===== config.mk =====
export PLATFORM = sky130hd
export DESIGN_NAME = cic_integrator_chain
export DESIGN_NICKNAME = d
export VERILOG_FILES = /design/src/rtl/cic_pkg.sv /design/src/rtl/cic_int_stage.sv /design/src/rtl/cic_integrator_chain.sv
export SDC_FILE = /design/constraint.sdc
export NUM_CORES = 2
export LEC_CHECK = 0
export ABC_AREA = 1
export CAP_MARGIN = 20
export CORE_ASPECT_RATIO = 1.4
export CORE_UTILIZATION = 40
export CTS_CLUSTER_DIAMETER = 100
export DETAILED_ROUTE_END_ITERATION = 10
export SYNTH_ARGS = -nofsm -noshare
export SYNTH_HDL_FRONTEND = slang
export SYNTH_SLANG_ARGS = --single-unit

===== constraint.sdc =====
create_clock -name clock -period 3.65 [get_ports clock]
set_input_delay 0.73 -clock clock [delete_from_list [all_inputs] [get_ports clock]]
set_output_delay 0.73 -clock clock [all_outputs]
set_load 0.03 [all_outputs]

===== src/rtl/cic_pkg.sv =====
// rtl/cic_pkg.sv - shared constants, sizing helper and sample bundle for the CIC section
//
// Contents:
//   clog2            - ceil(log2(value)), used to size channel tags
//   CIC_DEF_*        - default widths/counts of the integrator chain
//   CIC_MAX_*        - supported upper limits for stages and channels
//   cic_sample_t     - data/chan/valid bundle at default widths, as consumed by the comb section
package cic_pkg;

    localparam int CIC_MAX_STAGES   = 8;
    localparam int CIC_MAX_CHANNELS = 16;

    localparam int CIC_DEF_IN_WIDTH = 24;
    localparam int CIC_DEF_WIDTH    = 48;
    localparam int CIC_DEF_STAGES   = 5;
    localparam int CIC_DEF_CHANNELS = 2;
    localparam int CIC_DEF_CH_BITS  = 1;

    function automatic int clog2(input int value);
        int result;
        int rem;
        result = 0;
        rem    = value - 1;
        while (rem > 0) begin
            result = result + 1;
            rem    = rem >> 1;
        end
        return result;
    endfunction

    typedef struct packed {
        logic signed [CIC_DEF_WIDTH-1:0] data;
        logic [CIC_DEF_CH_BITS-1:0]      chan;
        logic                            valid;
    } cic_sample_t;

endpackage


===== src/rtl/cic_int_stage.sv =====
// rtl/cic_int_stage.sv - one time-multiplexed integrator stage with per-channel accumulators
//
// Ports:
//   clock, reset_n      - rising-edge clock, asynchronous active-low reset
//   clear               - synchronous clear of all accumulators and the output register
//   in_valid/in_chan/in_data    - incoming sample, its channel tag and value
//   out_valid/out_chan/out_data - registered running sum for the tagged channel
module cic_int_stage
    import cic_pkg::*;
#(
    parameter int WIDTH    = CIC_DEF_WIDTH,
    parameter int CH_BITS  = CIC_DEF_CH_BITS,
    parameter int CHANNELS = CIC_DEF_CHANNELS
) (
    input  logic                       clock,
    input  logic                       reset_n,
    input  logic                       clear,
    input  logic                       in_valid,
    input  logic [CH_BITS-1:0]         in_chan,
    input  logic signed [WIDTH-1:0]    in_data,
    output logic                       out_valid,
    output logic [CH_BITS-1:0]         out_chan,
    output logic signed [WIDTH-1:0]    out_data
);

    logic signed [WIDTH-1:0] acc_q [CHANNELS];
    logic signed [WIDTH-1:0] acc_d [CHANNELS];
    logic                    out_valid_q, out_valid_d;
    logic [CH_BITS-1:0]      out_chan_q,  out_chan_d;
    logic signed [WIDTH-1:0] out_data_q,  out_data_d;

    logic signed [WIDTH-1:0] sel_acc;
    logic signed [WIDTH-1:0] sum;

    // Channel select is done by comparison rather than array indexing so that
    // non-power-of-two channel counts never index past the array.
    always_comb begin
        sel_acc = '0;
        for (int c = 0; c < CHANNELS; c++) begin
            if (in_chan == CH_BITS'(c)) begin
                sel_acc = acc_q[c];
            end
        end
        // Plain modulo-2^WIDTH add: the comb section relies on wrap-around.
        sum = sel_acc + in_data;
    end

    always_comb begin
        acc_d       = acc_q;
        out_valid_d = 1'b0;
        out_chan_d  = out_chan_q;
        out_data_d  = out_data_q;
        if (clear) begin
            for (int c = 0; c < CHANNELS; c++) begin
                acc_d[c] = '0;
            end
            out_chan_d = '0;
            out_data_d = '0;
        end else if (in_valid) begin
            for (int c = 0; c < CHANNELS; c++) begin
                if (in_chan == CH_BITS'(c)) begin
                    acc_d[c] = sum;
                end
            end
            out_valid_d = 1'b1;
            out_chan_d  = in_chan;
            out_data_d  = sum;
        end
    end

    always_ff @(posedge clock or negedge reset_n) begin
        if (!reset_n) begin
            for (int c = 0; c < CHANNELS; c++) begin
                acc_q[c] <= '0;
            end
            out_valid_q <= 1'b0;
            out_chan_q  <= '0;
            out_data_q  <= '0;
        end else begin
            for (int c = 0; c < CHANNELS; c++) begin
                acc_q[c] <= acc_d[c];
            end
            out_valid_q <= out_valid_d;
            out_chan_q  <= out_chan_d;
            out_data_q  <= out_data_d;
        end
    end

    assign out_valid = out_valid_q;
    assign out_chan  = out_chan_q;
    assign out_data  = out_data_q;

endmodule


===== src/rtl/cic_integrator_chain.sv =====
// rtl/cic_integrator_chain.sv - cascaded, channel-multiplexed CIC integrator section
//
// Ports:
//   clock, reset_n          - rising-edge clock, asynchronous active-low reset
//   strobe/in_chan/in_data  - input sample valid, channel index, signed sample
//   out_strobe/out_chan/out_data - last-stage output, STAGES cycles after strobe
//   clear                   - synchronous clear, present only with CIC_INT_CLEAR_EN
//
// Build option: CIC_INT_CLEAR_EN adds the clear input; without it only reset_n
// clears the accumulators.
module cic_integrator_chain
    import cic_pkg::*;
#(
    parameter int IN_WIDTH = CIC_DEF_IN_WIDTH,
    parameter int WIDTH    = CIC_DEF_WIDTH,
    parameter int STAGES   = CIC_DEF_STAGES,
    parameter int CHANNELS = CIC_DEF_CHANNELS,
    parameter int CH_BITS  = (clog2(CHANNELS) < 1) ? 1 : clog2(CHANNELS)
) (
    input  logic                       clock,
    input  logic                       reset_n,
    input  logic                       strobe,
    input  logic [CH_BITS-1:0]         in_chan,
    input  logic signed [IN_WIDTH-1:0] in_data,
    output logic                       out_strobe,
    output logic [CH_BITS-1:0]         out_chan,
    output logic signed [WIDTH-1:0]    out_data
`ifdef CIC_INT_CLEAR_EN
    ,
    input  logic                       clear
`endif
);

    logic clr;
`ifdef CIC_INT_CLEAR_EN
    assign clr = clear;
`else
    assign clr = 1'b0;
`endif

    // Index k is the input of stage k; index STAGES is the chain output.
    logic                    vld [STAGES+1];
    logic [CH_BITS-1:0]      tag [STAGES+1];
    logic signed [WIDTH-1:0] dat [STAGES+1];

    // Out-of-range channel indices never enter the pipeline, so later stages
    // can trust every tag they see.
    assign vld[0] = strobe && (32'(in_chan) < 32'(CHANNELS));
    assign tag[0] = in_chan;
    assign dat[0] = WIDTH'(in_data);

    genvar k;
    for (k = 0; k < STAGES; k++) begin : g_stage
        cic_int_stage #(
            .WIDTH    (WIDTH),
            .CH_BITS  (CH_BITS),
            .CHANNELS (CHANNELS)
        ) u_stage (
            .clock     (clock),
            .reset_n   (reset_n),
            .clear     (clr),
            .in_valid  (vld[k]),
            .in_chan   (tag[k]),
            .in_data   (dat[k]),
            .out_valid (vld[k+1]),
            .out_chan  (tag[k+1]),
            .out_data  (dat[k+1])
        );
    end

    assign out_strobe = vld[STAGES];
    assign out_chan   = tag[STAGES];
    assign out_data   = dat[STAGES];

endmodule


; Yosys cells after proc, flatten, opt, wreduce, memory -nomap -nowiden
; Index checks and enable logic that the tools add are counted.
[word_totals]
input_bits = 28
word_cells = 55
out_inout_bits = 50
reg_bits = 730
[op_classes]
n_mux = 10
add_sub_neg = 5
reduce_logical = 10
n_bitwise = 5
[ops]
columns = op, n
row1 = $mux W48, 5
row2 = $add A48 B48 Y48, 4
row3 = $add A48 B24 Y48, 1
row4 = $reduce_and A2 Y1, 10
row5 = $mux W1, 5
row6 = $not A1 Y1, 5

; Depth between registers and ports, before layout
[logic_depth]
depth_word = 2
depth_mapped = 20
depth_no_buf = 17

; By module
; A second synthesis with hierarchy kept.
[hier_totals]
hier_cells = 7996
area_unflattened_um2 = 51031.4
[modules_own_cells]
columns = mod, instances, seq_area_each_um2, cells_per_inst, area_per_inst_um2
row1 = cic_int_stage at g_stage[2].u_stage ..., 3, 3653.5, 1599, 10228.6
row2 = cic_int_stage at g_stage[0].u_stage ..., 2, 3653.5, 1599, 10171.0
row3 = cic_integrator_chain, 1, 0.0, 1, 3.8

; Worst setup path after synthesis
; Ideal clock, no wire load.
[synth_path]
path_kind = input port to flip-flop
startpoint = input port in_chan
endpoint = register g_stage[0].u_stage.acc_q[68] in the netlist's numbering
cell_stages = 15
arrival_ns = 2.943
required_ns = 3.517
setup_ns = 0.133
path_slack_ns = 0.574
n_path_buf = 3
cell_sequence = buf_2 -> inv_1 -> clkbuf_1 -> buf_1 -> nand2_1 -> nand2_1 -> ha_1 -> fa_1 -> nand3_1 -> nand3_1 -> nand4_1 -> nand3_2 -> or2_2 -> nand3_1 -> o21ai_0
[synth_between]
elab_chain_len = 2
elab_cells_between_ends = 4
classes_between = 1 x add/sub / 1 x mux / 1 x bitwise / 1 x reduce/logical
[synth_rtl]
columns = element, line_no
row1 = from (decl), cic_integrator_chain.sv:23  ; input logic [CH_BITS-1:0] in_chan,
row2 = $mux W48 or $not A1 Y1 (tied branches), n/a
row3 = $add A48 B24 Y48 or $reduce_and A2 Y1 (tied branches), n/a
row4 = "to (signal, indexed assignment)", cic_int_stage.sv:81  ; acc_q[c] <= acc_d[c];
row5 = to (decl), cic_int_stage.sv:26  ; logic signed [WIDTH-1:0] acc_q [CHANNELS];
; Several ways; a longest one is shown, not always the timed one.
; A chain may end at the register's enable or synchronous reset.

; Final worst setup path
[layout_path]
startpoint = register g_stage[2].u_stage.out_chan_q
endpoint = register g_stage[3].u_stage.out_data_q[45]
[layout_between]
elab_chain_len = 2
[layout_rtl]
columns = element, line_no
row1 = from (decl), cic_int_stage.sv:29  ; logic [CH_BITS-1:0] out_chan_q, out_chan_d;
row2 = from (signal assigned), cic_int_stage.sv:84  ; out_chan_q <= out_chan_d;
row3 = $mux W48, cic_int_stage.sv:40  ; if (in_chan == CH_BITS'(c)) begin
row4 = $add A48 B48 Y48, cic_int_stage.sv:45  ; sum = sel_acc + in_data;
row5 = to (signal assigned), cic_int_stage.sv:85  ; out_data_q <= out_data_d;
row6 = to (decl), cic_int_stage.sv:30  ; logic signed [WIDTH-1:0] out_data_q, out_data_d;
; Every way passes these cells.

==> metrics.md <==
| Metric | Value |
|---|---|
| Period utilisation layout | `0.890` |
| Layout cells sized above 1 | `0.0743` |
| Final nets | `8303` |
| Count of cells resized by post-cts repair | `0` |
| Number of iterations in the first detailed-routing pass | `5` |
| Crit path launch type | `flip-flop` |
| Final critical path time including I/O delays and setup | `3.25 ns` |
| Worst-Margin Slew | `1.07 ns` |
| Count of flip-flops with a built-in enable after synthesis | `0` |
| Post-route ant nets | `0` |
| Critical path's most frequent cell | `nand2_1` |
| Run status | `finished, final reports clean` |
| Slowest cell on crit path | `dfrtp_2` |
| Antenna Cells | `0` |
| Global-route congestion overflow total | `0` |
| Number of pins with negative max-slew slack in the final report | `0` |
| Maximum fanout count along the critical path | `21` |
| Post-synthesis instance area | `51200 sq um` |
| Number of design rule violations left after detail routing | `0` |
| Top post-synthesis cells by area | `dfrtp_1 (36%), nand2_1 (27%), inv_1 (8.3%)` |
| Initial antenna violation count | `0` |
| Flip-flop and latch count after synthesis | `730` |
| Cells after synthesis | `7998` |
| Number of buffers between clock root and the deepest sink | `3` |
| Unrepaired setup endpoints after global routing | `false` |
| Upper clock frequency limit | `308 MHz` |
| Sinks on the clock net | `730` |
| Number of different library cells in the post-synthesis netlist | `34` |
| Count of yosys warnings during synthesis | `0` |
| Combined global-route utilization of all metal layers | `0.286` |
| Initial core utilization | `0.403` |
| Initial DRC Count | `2643` |
| DIE AREA | `130000 sq um` |
| Main synth FF type | `dfrtp_1` |
| Share of synthesized registers carrying an async set or reset | `1.00` |
| Clock-pin slew of the registers on the worst-case setup and hold paths | `0.06 ns` |
| Total power consumption of the routed design | `60.4 mW` |
| Root buffer selected by CTS | `clkbuf_16` |
| Maximum Capacitance Violations | `0` |
| Setup Fix Bufs, Post-CTS | `0` |
| WL/cell | `18.9 um` |
| Mean Syn Cell Area | `6.41 sq um` |
| CTS tree | `yes` |
| Buf+Inv Stages, Crit Path | `3` |
| Setup-violating endpoint count in the final report | `0` |
| CTS HTree Levels | `3` |
| Routability congestion estimate from global placement | `1.05` |
| Max IR drop VDD | `0.412 mV` |
| Critical Path Max Stage Delay | `0.56 ns` |
| Cell family with the largest share of critical-path delay | `simple AND/OR/NAND/NOR gates` |
| Routed vias | `48282` |
| Final Hold Vio Count | `0` |
| Floorplan row count | `155` |
| Worst hold-check path type | `reg -> reg` |
| Worst setup startpoint | `g_stage[2].u_stage.out_chan$_DFFE_PN0P_` |
| Number of top-level pins | `78` |
| Data required time of the critical path | `4.24 ns` |
| RR Startpoint | `g_stage[2].u_stage.out_chan$_DFFE_PN0P_` |
| Worst rel slew slack | `0.286` |
| Pin count of the biggest net entering global routing | `92` |
| Area inside the core boundary | `127000 sq um` |
| Vias per std cell | `4.95` |
| Routed Wire Length | `184000 um` |
| Width of the die | `304 um` |
| First-pass GRT wire length | `280000 um` |
| Hold Path Cell Cnt | `2` |
| Via count of the first global-routing pass | `48850` |
| Finished Core Util | `0.450` |
| Startpoint of the tightest hold check path | `g_stage[4].u_stage.out_chan$_DFFE_PN0P_` |
| Synth-to-layout area growth | `11.7%` |
| CP Class | `reg -> reg` |
| Port buffer count | `77` |
| Clock Latency Late Sink | `0.72 ns` |
| Power density over cell area | `1060 nW/um^2` |
| Sequential fraction of the synthesis area | `0.357` |
| Clock skew after layout | `0.0413 ns` |
| Yosys top cell by area | `dfrtp_1` |
| Number of buffers created by CTS | `84` |
| Floorplan die height | `425 um` |
| Critical path capture point type | `flip-flop` |
| Hold buffer count at cts | `1` |
| Cell depth of the worst flop-to-flop path | `16` |
| CP cell instances | `inv_1 > buf_4 > nand2_1 > nand2_1 > ha_1 > nand2_1 > nor2_2 > inv_2 > nor2_1 > nand2_1 > nor2_1 > nand2_1 > nand3_2 > nand2_2 > nand3_1 > nand2_1` |
| Critical Path Stages | `16` |
| Share of the synthesized area in the top cell type | `0.357` |
| Estimated wirelength of the detail-placed design | `146000 um` |
| P_leak | `32.0 nW` |
| Arrival time worst endpoint | `3.84 ns` |
| Synthesized net count | `8266` |
-- final timing paths --
path,to,slack (ns)
hold / removal,g_stage[4].u_stage.out_chan$_DFFE_PN0P_,0.46
hold reg to reg,g_stage[4].u_stage.out_chan$_DFFE_PN0P_,0.46
max in group asynchronous,g_stage[0].u_stage.acc_q[87]$_DFFE_PN0P_,2.06
setup reg to reg,g_stage[3].u_stage.out_data[45]$_DFFE_PN0P_,0.40
min in group asynchronous,g_stage[4].u_stage.acc_q[12]$_DFFE_PN0P_,0.57
setup / recovery,g_stage[3].u_stage.out_data[45]$_DFFE_PN0P_,0.40
-- cell type report --
class / instances / area [sq um]
Inverter: 1180 / 4430
Clock inverter: 44 / 682
Clock buffer: 109 / 2370
Fill cell: 13567 / 70000
Multi-Input combinational cell: 5831 / 27400
Timing Repair Buffer: 208 / 2070
Tap cell: 1648 / 2060
Sequential cell: 730 / 18300
-- worst register-to-register path, stage by stage, from the launching register on --
cell	delay [ns]
dfrtp_2	0.56
inv_1	0.11
buf_4	0.25
nand2_1	0.13
nand2_1	0.07
ha_1	0.41
nand2_1	0.15
nor2_2	0.14
inv_2	0.09
nor2_1	0.37
nand2_1	0.13
nor2_1	0.12
nand2_1	0.21
nand3_2	0.15
nand2_2	0.07
nand3_1	0.11
nand2_1	0.06
-- stage by stage --
step	instance area (sq um)	setup WS (ns)	instances	hold WS (ns)	setup TNS, ns
final	57200	0.401	9750	0.465	0
after global routing	57200	0.238	9750	0.491	0
after CTS	57200	0.469	9750	0.473	0
after detailed placement	54200	-0.234	9596	0.457	-0.711
after global placement	54200	-0.239	9596	0.454	-0.707
after floorplan	51200	0.574	7998	0.349	0
-- metal layers --
| metal | track usage | wire length [um] | share of wire | vias up |
|---|---|---|---|---|
| met3 | 0.0251 | 5070 | 0.028 | 543 |
| met1 | 0.266 | 62700 | 0.34 | 22072 |
| met2 | 0.554 | 97900 | 0.53 | 1115 |
| met5 | 0 | 0 | 0 | - |
| li1 | - | - | - | 24552 |
| met4 | 0.255 | 18200 | 0.099 | 0 |
-- sequential cells by signal, summed over array words and instances, names as in the netlist --
register / cells
g_stage.u_stage.acc_q: 480
g_stage.u_stage.out_valid: 5
g_stage.u_stage.out_data: 240
g_stage.u_stage.out_chan: 5
-- placed cells by master, fill, tap and decap left out, types with 52 or more instances in the layout --
cell type        netlist  layout
inv_1               1128    1124
ha_1                 235     235
a21oi_1              144     144
xnor2_1               90      90
nor2_1               308     304
nand2_2               68      73
clkdlybuf4s50_1        0      75
clkbuf_16              0      85
dfrtp_1              730     726
nand2_1             3657    3652
nand3_1              608     608
nor2_2                91      95
inv_2                 48      52
o21ai_1               59      59
o21ai_0              323     323
buf_4                 48     105
-- report_power, final --
part	internal [mW]	switching (mW)
logic	11.6	24.9
clock network	5.60	3.83
registers	12.1	2.40
-- cells in the mapped netlist (68+ instances only) --
library cell,number
nand2_1,3657
inv_1,1128
dfrtp_1,730
nand3_1,608
o21ai_0,323
nor2_1,308
ha_1,235
clkbuf_1,151
a21oi_1,144
nor2_2,91
xnor2_1,90
nand2_2,68
-- cells by family after synthesis --
kind of cell / count (synthesis) / share of synthesized area
fa+ha+maj: 240 / 0.0593
buf+inv: 1437 / 0.110
xor+xnor: 91 / 0.0156
simple gates: 4954 / 0.404
compound gates: 546 / 0.0545
flops: 730 / 0.357
Note: power is estimated with default switching activity, not from simulation.
